==> src/rtl/add_seq_pkg.sv <==
`default_nettype none
// ============================================================================
//  Module   : add_seq_pkg
//  Purpose  : Shared types and constants for the nibble-serial add/subtract
//             sequencer and its 4-bit adder slice.
//  Revision : 1.0  initial release
// ============================================================================
package add_seq_pkg;

    // Width of the shared ripple-carry adder slice
    localparam int SLICE_W = 4;

    // Sequencer states
    typedef enum logic [1:0] {
        IDLE = 2'd0,
        RUN  = 2'd1,
        DONE = 2'd2
    } state_e;

    // Operation encodings
    localparam logic OP_ADD = 1'b0;
    localparam logic OP_SUB = 1'b1;

    // Signed overflow: the carry into the sign bit disagrees with the carry out
    function automatic logic signed_ovf(input logic c_into_msb, input logic c_out);
        return c_into_msb ^ c_out;
    endfunction

endpackage : add_seq_pkg
`default_nettype wire

==> src/rtl/adder4_slice.sv <==
`default_nettype none
// ============================================================================
//  Module   : adder4_slice
//  Purpose  : Purely combinational 4-bit ripple-carry adder. Exposes both the
//             carry into bit 3 (for signed overflow) and the carry out.
//  Revision : 1.0  initial release
// ============================================================================
module adder4_slice
    import add_seq_pkg::*;
(
    input  logic [SLICE_W-1:0] a,
    input  logic [SLICE_W-1:0] b,
    input  logic               cin,
    output logic [SLICE_W-1:0] s,
    output logic               c3,
    output logic               cout
);

    // carry[i] is the carry into bit i; carry[SLICE_W] leaves the slice
    logic [SLICE_W:0] carry;

    assign carry[0] = cin;

    generate
        for (genvar i = 0; i < SLICE_W; i++) begin : g_bit
            assign s[i]       = a[i] ^ b[i] ^ carry[i];
            assign carry[i+1] = (a[i] & b[i]) | (a[i] & carry[i]) | (b[i] & carry[i]);
        end
    endgenerate

    assign c3   = carry[SLICE_W-1];
    assign cout = carry[SLICE_W];

endmodule : adder4_slice
`default_nettype wire

==> src/rtl/ripple_add_sequencer.sv <==
`default_nettype none
// ============================================================================
//  Module   : ripple_add_sequencer
//  Purpose  : Multi-precision add/subtract that time-shares one 4-bit adder
//             slice, processing one nibble per cycle from LSB to MSB with the
//             carry held in a register between passes. Start/done handshake.
//  Revision : 1.0  initial release
// ============================================================================
module ripple_add_sequencer
    import add_seq_pkg::*;
#(
    parameter int WIDTH = 16
)(
    input  logic             clk,
    input  logic             rst,
    input  logic             start,
    input  logic             op,
    input  logic [WIDTH-1:0] a,
    input  logic [WIDTH-1:0] b,
    input  logic             cin,
    output logic             busy,
    output logic             done,
    output logic [WIDTH-1:0] sum,
    output logic             cout,
    output logic             ovf
);

    localparam int NSLICE = WIDTH / SLICE_W;
    localparam int IDX_W  = (NSLICE > 1) ? $clog2(NSLICE) : 1;
    localparam logic [IDX_W-1:0] LAST_IDX = IDX_W'(NSLICE - 1);

    // ------------------------------------------------------------------------
    // State and datapath registers
    // ------------------------------------------------------------------------
    state_e             state_q;
    logic [WIDTH-1:0]   a_q;        // operand A as accepted
    logic [WIDTH-1:0]   b_q;        // operand B, already inverted for subtract
    logic [WIDTH-1:0]   acc_q;      // partial result, filled nibble by nibble
    logic [WIDTH-1:0]   acc_d;
    logic               carry_q;    // carry between nibble passes
    logic [IDX_W-1:0]   idx_q;      // nibble currently on the slice

    logic               busy_q;
    logic               done_q;
    logic [WIDTH-1:0]   sum_q;
    logic               cout_q;
    logic               ovf_q;

    // Slice interface
    logic [SLICE_W-1:0] slice_a;
    logic [SLICE_W-1:0] slice_b;
    logic [SLICE_W-1:0] slice_s;
    logic               slice_c3;
    logic               slice_cout;

    // Route the active nibble to the slice and merge its sum into the accumulator
    always_comb begin
        slice_a = '0;
        slice_b = '0;
        acc_d   = acc_q;
        for (int i = 0; i < NSLICE; i++) begin
            if (idx_q == IDX_W'(i)) begin
                slice_a                     = a_q[i*SLICE_W +: SLICE_W];
                slice_b                     = b_q[i*SLICE_W +: SLICE_W];
                acc_d[i*SLICE_W +: SLICE_W] = slice_s;
            end
        end
    end

    adder4_slice u_slice (
        .a    (slice_a),
        .b    (slice_b),
        .cin  (carry_q),
        .s    (slice_s),
        .c3   (slice_c3),
        .cout (slice_cout)
    );

    // Sequencer FSM with registered handshake and result outputs
    always_ff @(posedge clk) begin
        if (rst) begin
            state_q <= IDLE;
            a_q     <= '0;
            b_q     <= '0;
            acc_q   <= '0;
            carry_q <= 1'b0;
            idx_q   <= '0;
            busy_q  <= 1'b0;
            done_q  <= 1'b0;
            sum_q   <= '0;
            cout_q  <= 1'b0;
            ovf_q   <= 1'b0;
        end else begin
            case (state_q)
                IDLE: begin
                    done_q <= 1'b0;
                    if (start) begin
                        // Subtract is A + ~B + 1; the +1 rides in on the carry
                        a_q     <= a;
                        b_q     <= (op == OP_SUB) ? ~b : b;
                        carry_q <= (op == OP_SUB) ? 1'b1 : cin;
                        acc_q   <= '0;
                        idx_q   <= '0;
                        busy_q  <= 1'b1;
                        state_q <= RUN;
                    end
                end

                RUN: begin
                    acc_q   <= acc_d;
                    carry_q <= slice_cout;
                    if (idx_q == LAST_IDX) begin
                        // Results are only touched here so they stay stable
                        // between completions
                        idx_q   <= '0;
                        busy_q  <= 1'b0;
                        done_q  <= 1'b1;
                        sum_q   <= acc_d;
                        cout_q  <= slice_cout;
                        ovf_q   <= signed_ovf(slice_c3, slice_cout);
                        state_q <= DONE;
                    end else begin
                        idx_q <= idx_q + 1'b1;
                    end
                end

                DONE: begin
                    // Any start seen here is dropped; it must come back in IDLE
                    done_q  <= 1'b0;
                    state_q <= IDLE;
                end

                default: begin
                    busy_q  <= 1'b0;
                    done_q  <= 1'b0;
                    state_q <= IDLE;
                end
            endcase
        end
    end

    assign busy = busy_q;
    assign done = done_q;
    assign sum  = sum_q;
    assign cout = cout_q;
    assign ovf  = ovf_q;

endmodule : ripple_add_sequencer
`default_nettype wire

==> config.mk <==
export PLATFORM = sky130hd
export DESIGN_NAME = ripple_add_sequencer
export DESIGN_NICKNAME = d
export VERILOG_FILES = /design/src/rtl/add_seq_pkg.sv /design/src/rtl/adder4_slice.sv /design/src/rtl/ripple_add_sequencer.sv
export SDC_FILE = /design/constraint.sdc
export NUM_CORES = 1
export LEC_CHECK = 0
export ABC_CLOCK_PERIOD_IN_PS = 5400
export CORE_UTILIZATION = 56
export CTS_CLUSTER_SIZE = 24
export DETAILED_ROUTE_END_ITERATION = 8
export PLACE_DENSITY = 0.84
export SYNTH_ARGS = -nofsm -noshare
export SYNTH_HDL_FRONTEND = slang
export SYNTH_SLANG_ARGS = --single-unit
==> constraint.sdc <==
create_clock -name clk -period 5.4 [get_ports clk]
set_clock_uncertainty 0.15 [all_clocks]
set_input_delay 0.81 -clock clk [delete_from_list [all_inputs] [get_ports clk]]
set_output_delay 0.81 -clock clk [all_outputs]
set_load 0.02 [all_outputs]
# Yosys cells after proc, flatten, opt, wreduce, memory -nomap -nowiden
# Cells that the tools add are included.
dict set report word_totals {
  n_memories 0
  ramBits 0
  elab_cells 87
  latchBits 0
  out_inout_bits 20
  input_bits 37
  mem_bits_ro 0
  ff_bits 73
}
dict set report op_classes {
  reduce_logical 9
  addsub 1
  n_mul 0
  n_lt_le_gt_ge 0
  shift 0
  eq_ne 7
  n_bitwise 32
  n_div 0
  n_mux 27
}
# cell count
set ops {}
lappend ops {{2-to-1 mux 4 bit} 12}
lappend ops {{2-to-1 mux 16 bit} 2}
lappend ops {{one-hot mux 16 bit (2 select lines)} 1}
lappend ops {{NOT 16 bit} 1}
lappend ops {{bitwise AND 1 bit} 12}
lappend ops {{XOR 1 bit} 9}
lappend ops {{2-to-1 mux 2 bit} 4}
lappend ops {{OR 1 bit} 8}
lappend ops {{one-hot mux 2 bit (2 select lines)} 2}
lappend ops {{AND reduction 2 bit} 4}
lappend ops {{== test 2 bit, second input constant} 3}
lappend ops {{== test 2 x 1 -> 1 bit, second input constant} 2}
lappend ops {{logical NOT 2 bit} 2}
lappend ops {{2-to-1 mux 1 bit} 4}
lappend ops {{inequality test 2 bit, second input constant} 2}
lappend ops {{one-hot mux 1 bit (3 select lines)} 1}
lappend ops {{AND reduction 3 bit} 1}
lappend ops {{adder 2 x 1 -> 2 bit, second input constant} 1}
lappend ops {{NOT 1 bit} 2}
lappend ops {{one-hot mux 1 bit (2 select lines)} 1}
lappend ops {{nonzero test 2 bit} 1}
lappend ops {{OR reduction 2 bit} 1}

# Logic depth before layout (Yosys ltp)
dict set report logic_depth {
  depth_word 18
  ltp_mapped 14
  mapped_depth_nobuf 13
}

# By module
# A second synthesis with hierarchy kept.
dict set report hier_totals {
  cells_unflattened 377
  hier_area_um2 3234.4
}
# module seq_area_each_um2 n_inst area_per_inst_um2 cells_each
set by_module_without_submodules {}
lappend by_module_without_submodules {ripple_add_sequencer 1381.3 1 3116.7 363}
lappend by_module_without_submodules {adder4_slice 0.0 1 117.6 14}

# Worst setup path before layout
# Ideal clock, no wire load.
dict set report synth_timing {
  path_kind {register to register}
  startpoint {register idx_q[1]}
  endpoint {register acc_q[11]}
  setup_ns 0.117
  arrival_time_ns 2.983
  stages_incl_launch_ff 13
  t_required_ns 5.133
  setup_slack_ns 2.150
  path_buffers 2
  synth_period_minus_slack_ns 3.250
  cell_sequence {dfxtp_1 -> inv_1 -> ha_1 -> buf_2 -> clkbuf_1 -> a21oi_1 -> o21ai_0 -> a22oi_1 -> fa_1 -> fa_1 -> fa_1 -> nor2_1 -> a22o_1}
}
dict set report synth_between {
  elab_chain_cells 17
  elab_cells_between_ends 31
  cone_classes {eq/ne (3); mux (10); bitwise (17); reduce/logical (1)}
}
# element line
set synth_rtl {}
lappend synth_rtl {{start, declared} ripple_add_sequencer.sv:41} ;# logic [IDX_W-1:0] idx_q;
lappend synth_rtl {{start signal, assigned} ripple_add_sequencer.sv:123} ;# idx_q <= idx_q + 1'b1;
lappend synth_rtl {{logical NOT 2 bit} ripple_add_sequencer.sv:62} ;# if (idx_q == IDX_W'(i)) begin
lappend synth_rtl {{2-to-1 mux 4 bit (4 in series)} ripple_add_sequencer.sv:62}
lappend synth_rtl {{bitwise AND 1 bit} adder4_slice.sv:27} ;# assign carry[i+1] = (a[i] & b[i]) | (a[i] & carry[i]) | (b[i] & carry[i]);
lappend synth_rtl {{OR 1 bit (2 in series)} adder4_slice.sv:27}
lappend synth_rtl {{bitwise AND 1 bit} adder4_slice.sv:27}
lappend synth_rtl {{OR 1 bit (2 in series)} adder4_slice.sv:27}
lappend synth_rtl {{bitwise AND 1 bit} adder4_slice.sv:27}
lappend synth_rtl {{OR 1 bit (2 in series)} adder4_slice.sv:27}
lappend synth_rtl {{XOR 1 bit} adder4_slice.sv:26} ;# assign s[i] = a[i] ^ b[i] ^ carry[i];
lappend synth_rtl {{2-to-1 mux 4 bit *} ripple_add_sequencer.sv:62}
lappend synth_rtl {{one-hot mux 16 bit (2 select lines) *} ripple_add_sequencer.sv:94} ;# case (state_q)
lappend synth_rtl {{end signal, assigned} ripple_add_sequencer.sv:85} ;# acc_q <= '0;
lappend synth_rtl {{end signal, assigned} ripple_add_sequencer.sv:102} ;# acc_q <= '0;
lappend synth_rtl {{end signal, assigned} ripple_add_sequencer.sv:110} ;# acc_q <= acc_d;
lappend synth_rtl {{end, declared} ripple_add_sequencer.sv:38} ;# logic [WIDTH-1:0] acc_q;
# Every way passes the cells marked *; elsewhere a longest branch is shown, timed or not.
# A chain may end at the register's enable or synchronous reset.

# Final worst setup path
dict set report layout_timing {
  startpoint {register idx_q[1]}
  endpoint {register sum_q[3] (netlist: sum[3])}
}
dict set report layout_between {
  elab_chain_cells 16
  elab_cells_between_ends 31
  cone_classes {eq/ne (3); mux (9); bitwise (17); reduce/logical (2)}
}
# element line
set layout_rtl {}
lappend layout_rtl {{logical NOT 2 bit} ripple_add_sequencer.sv:62}
lappend layout_rtl {{2-to-1 mux 4 bit (4 in series)} ripple_add_sequencer.sv:62}
lappend layout_rtl {{bitwise AND 1 bit} adder4_slice.sv:27}
lappend layout_rtl {{OR 1 bit (2 in series)} adder4_slice.sv:27}
lappend layout_rtl {{bitwise AND 1 bit} adder4_slice.sv:27}
lappend layout_rtl {{OR 1 bit (2 in series)} adder4_slice.sv:27}
lappend layout_rtl {{bitwise AND 1 bit} adder4_slice.sv:27}
lappend layout_rtl {{OR 1 bit (2 in series)} adder4_slice.sv:27}
lappend layout_rtl {{XOR 1 bit} adder4_slice.sv:26}
lappend layout_rtl {{2-to-1 mux 4 bit} ripple_add_sequencer.sv:62}
lappend layout_rtl {{end signal, assigned} ripple_add_sequencer.sv:90} ;# sum_q <= '0;
lappend layout_rtl {{end signal, assigned} ripple_add_sequencer.sv:118} ;# sum_q <= acc_d;
lappend layout_rtl {{end, declared} ripple_add_sequencer.sv:45} ;# logic [WIDTH-1:0] sum_q;
# Parallel ways exist; a longest one is shown, timed or not.

==> reports/metrics.csv <==
metric;value;unit
timing_hold_violations_final;0;
synth_area_leaders;dfxtp_1, nand2_1, a21oi_1;
slowest_delay;0.80;ns
avgSynthCellArea;8.77;sq um
yosys.area_share.simple;0.142;
fp.dieH;77.5;um
synth.area.mux_share;0.0129;
grt_usage;0.239;
ys.flop_type;dfxtp_1;
crit_family;adder cells;
clock_path_buffers;2;
dp.cells;459;
power_frac_seq;0.497;
clk_latency;0.34;ns
path_max_fanout;28;
maxCapViolations;0;
first_pass_iters;4;
post_cts_buffers;0;
synth_fp_nets;409;
arrival;4.03;ns
period_needed;3.98;ns
worst_pin_slew;1.04;ns
synth-edff-count;0;
status;completed;
slew_violations;0;
dieWidth;77.5;um
synth.distinct_cells;36;
drtIter0Drc;178;
wl_per_cell;14.0;um
netlist.area_leader.share;0.433;
vias;2626;
clockRootBuffer;clkbuf_8;
cts_resized;0;
synth_xor_area_frac;0.0467;
p_leak;1.32;nW
io_pins;57;
synth.yosys.seq_area_share;0.433;
final.setup.tns;0;ns
relSlewSlack;0.306;
cp_common_cell;fa_1;
cts_hold_buffers;0;
comb_power_share;0.161;
setup_viol;0;
hold_class;flip-flop to flip-flop;
cts.sinks;69;
start_util;0.579;
cp_num_buf_inv;2;
viasPerCell;5.54;
grt_remaining_overflow;0;
synth_seq_cells;69;
routed_wl;6640;um
final_nets;443;
yosys_warnings;0;
synth-compound-area-share;0.252;
grt_pass1_wl;11200;um
clkPwrFrac;0.342;
reg2reg_setup_slack;1.42;ns
swShare;0.264;
area_delta_synth_final;20.5;%
ir_drop;0.158;mV
numCtsBuffers;9;
route.detailed.drc;0;
row_count;27;
antenna_found_initial;0;
cp.required;5.45;ns
worstSetupEndpointType;flip-flop;
antennaDiodeCount;0;
async_reset_ff_frac;0;
finalNonFillerCells;474;
synth_area_leader_cell;dfxtp_1;
synth_fa_ha_area_frac;0.0408;
criticalPathCategory;flip-flop to flip-flop;
syn_area;0.00319;sq mm
synth_top_family_by_area;compound AO/OA/AOI/OAI gates;
cp_slowest_cell;ha_1;
cts_tree;done;
hpwl;4640;um
portBuffers;56;
syn_inst;364;
htreeDepth;3;
grt_max_degree;63;
drive_above_1_share;0.0647;
power.density;288;mW/mm^2
start_kind;flip-flop;
rsz0062_at_grt;false;
p_int;0.814;mW
period_share;0.737;
maxClockFrequency;0.251;GHz
cts.clk_slew.worst_paths;0.07;ns
dieArea;0.00600;sq mm
cp_cell_sequence;inv_1 > ha_1 > a21oi_1 > o21ai_0 > a22o_1 > fa_1 > inv_1 > fa_1 > fa_1 > fa_1 > nand2_1 > o211ai_1 > a21oi_1;
switchingPower;0.292;mW
place.gp.congestion;0.852;
core-area;0.00551;sq mm
grt_pass1_vias;2454;
drtAntennaViolNets;0;
layout by cell type (no fill, tap or decap), drive strengths merged, types with 2 or more instances in the layout:
cell type and n:
dfxtp 69, nand2 62, clkdlybuf4s50 55, a21oi 44, nor2 30, a211oi 25
clkbuf 14, xnor2 13, inv 11, o21ai 9, o211ai 9, a22o 8
a22oi 6, nand2b 6, xor2 4, fa 4, ha 4, o22ai 3
a32o 3, o2bb2ai 3, mux2i 3, buf 3, o31ai 2, or3b 2
nor3b 2
sequential cells by signal, indices dropped and copies added (netlist names):
signal / flops
state_q: 2
a_q: 16
acc_q: 12
idx_q: 2
carry_q: 1
sum: 16
b_q: 16
done: 1
ovf: 1
busy: 1
cout: 1
kinds of logic (layout without fill, tap and decap cells):
| family | Yosys count | count (layout) |
|---|---|---|
| AOI/OAI and AO/OA | 114 | 114 |
| DFF | 69 | 69 |
| muxes | 4 | 4 |
| xor gates and xnor gates | 17 | 17 |
| adders and majority gates | 8 | 8 |
| and+or+nand+nor | 106 | 106 |
| buffers and inverters | 46 | 84 |
per-stage QoR:
step	power [mW]	worst slack, ns	util	hold WS, ns	instance area (sq um)
after floorplan	0.682	2.15	-	0.283	3190
after global placement	0.730	1.64	0.666	0.289	3670
after detailed placement	0.737	1.49	0.666	0.295	3670
after CTS	1.11	1.46	0.698	0.303	3840
after global routing	1.16	1.13	0.698	0.328	3840
final	1.11	1.42	0.698	0.299	3840
worst reg2reg max path: cells and delay by family (launching register included):
kind	cells	cell delay, ns
AOI/OAI and AO/OA	5	0.68
adders and majority gates	5	2.42
buffers and inverters	2	0.16
DFF	1	0.33
and+or+nand+nor	1	0.10
power groups by stage:
stage / combinational (mW) / clock [mW] / sequential, mW
floorplan: 0.127 / 0 / 0.554
global placement: 0.171 / 0 / 0.559
detailed placement: 0.177 / 0 / 0.560
CTS: 0.178 / 0.384 / 0.549
global route: 0.198 / 0.407 / 0.551
finish: 0.178 / 0.379 / 0.549
area by class of cell:
type,instances,area (sq um)
Tap cell,72,90.1
Clock inverter,1,5.00
Clock buffer,14,173
Timing Repair Buffer,58,571
Sequential cell,69,1380
Inverter,11,41.3
Multi-Input combinational cell,249,1580
Fill cell,420,1660
Yosys cell counts, drive strengths merged, types with 6 or more instances:
| cell type | instances |
|---|---|
| dfxtp | 69 |
| nand2 | 62 |
| a21oi | 44 |
| nor2 | 30 |
| a211oi | 25 |
| buf | 21 |
| clkbuf | 14 |
| xnor2 | 13 |
| inv | 11 |
| o211ai | 9 |
| o21ai | 9 |
| a22o | 8 |
| a22oi | 6 |
| nand2b | 6 |
worst paths after layout:
path / from / endpoint / cells after the start
setup / recovery: idx_q[1]$_SDFFE_PP0P_ / sum[3]$_SDFFE_PP0P_ / 13
hold / removal: sum[9]$_SDFFE_PP0P_ / sum[9]$_SDFFE_PP0P_ / 2
setup reg to reg: idx_q[1]$_SDFFE_PP0P_ / sum[3]$_SDFFE_PP0P_ / 13
hold reg to reg: sum[9]$_SDFFE_PP0P_ / sum[9]$_SDFFE_PP0P_ / 2
routing by layer:
metal	GRT usage	vias to the layer above	wire, um
li1	-	1329	-
met1	0.289	1209	2870
met2	0.403	68	3340
met3	0.0471	20	237
met4	0.119	0	184
met5	0	-	0
(Power assumes the default switching activity.)
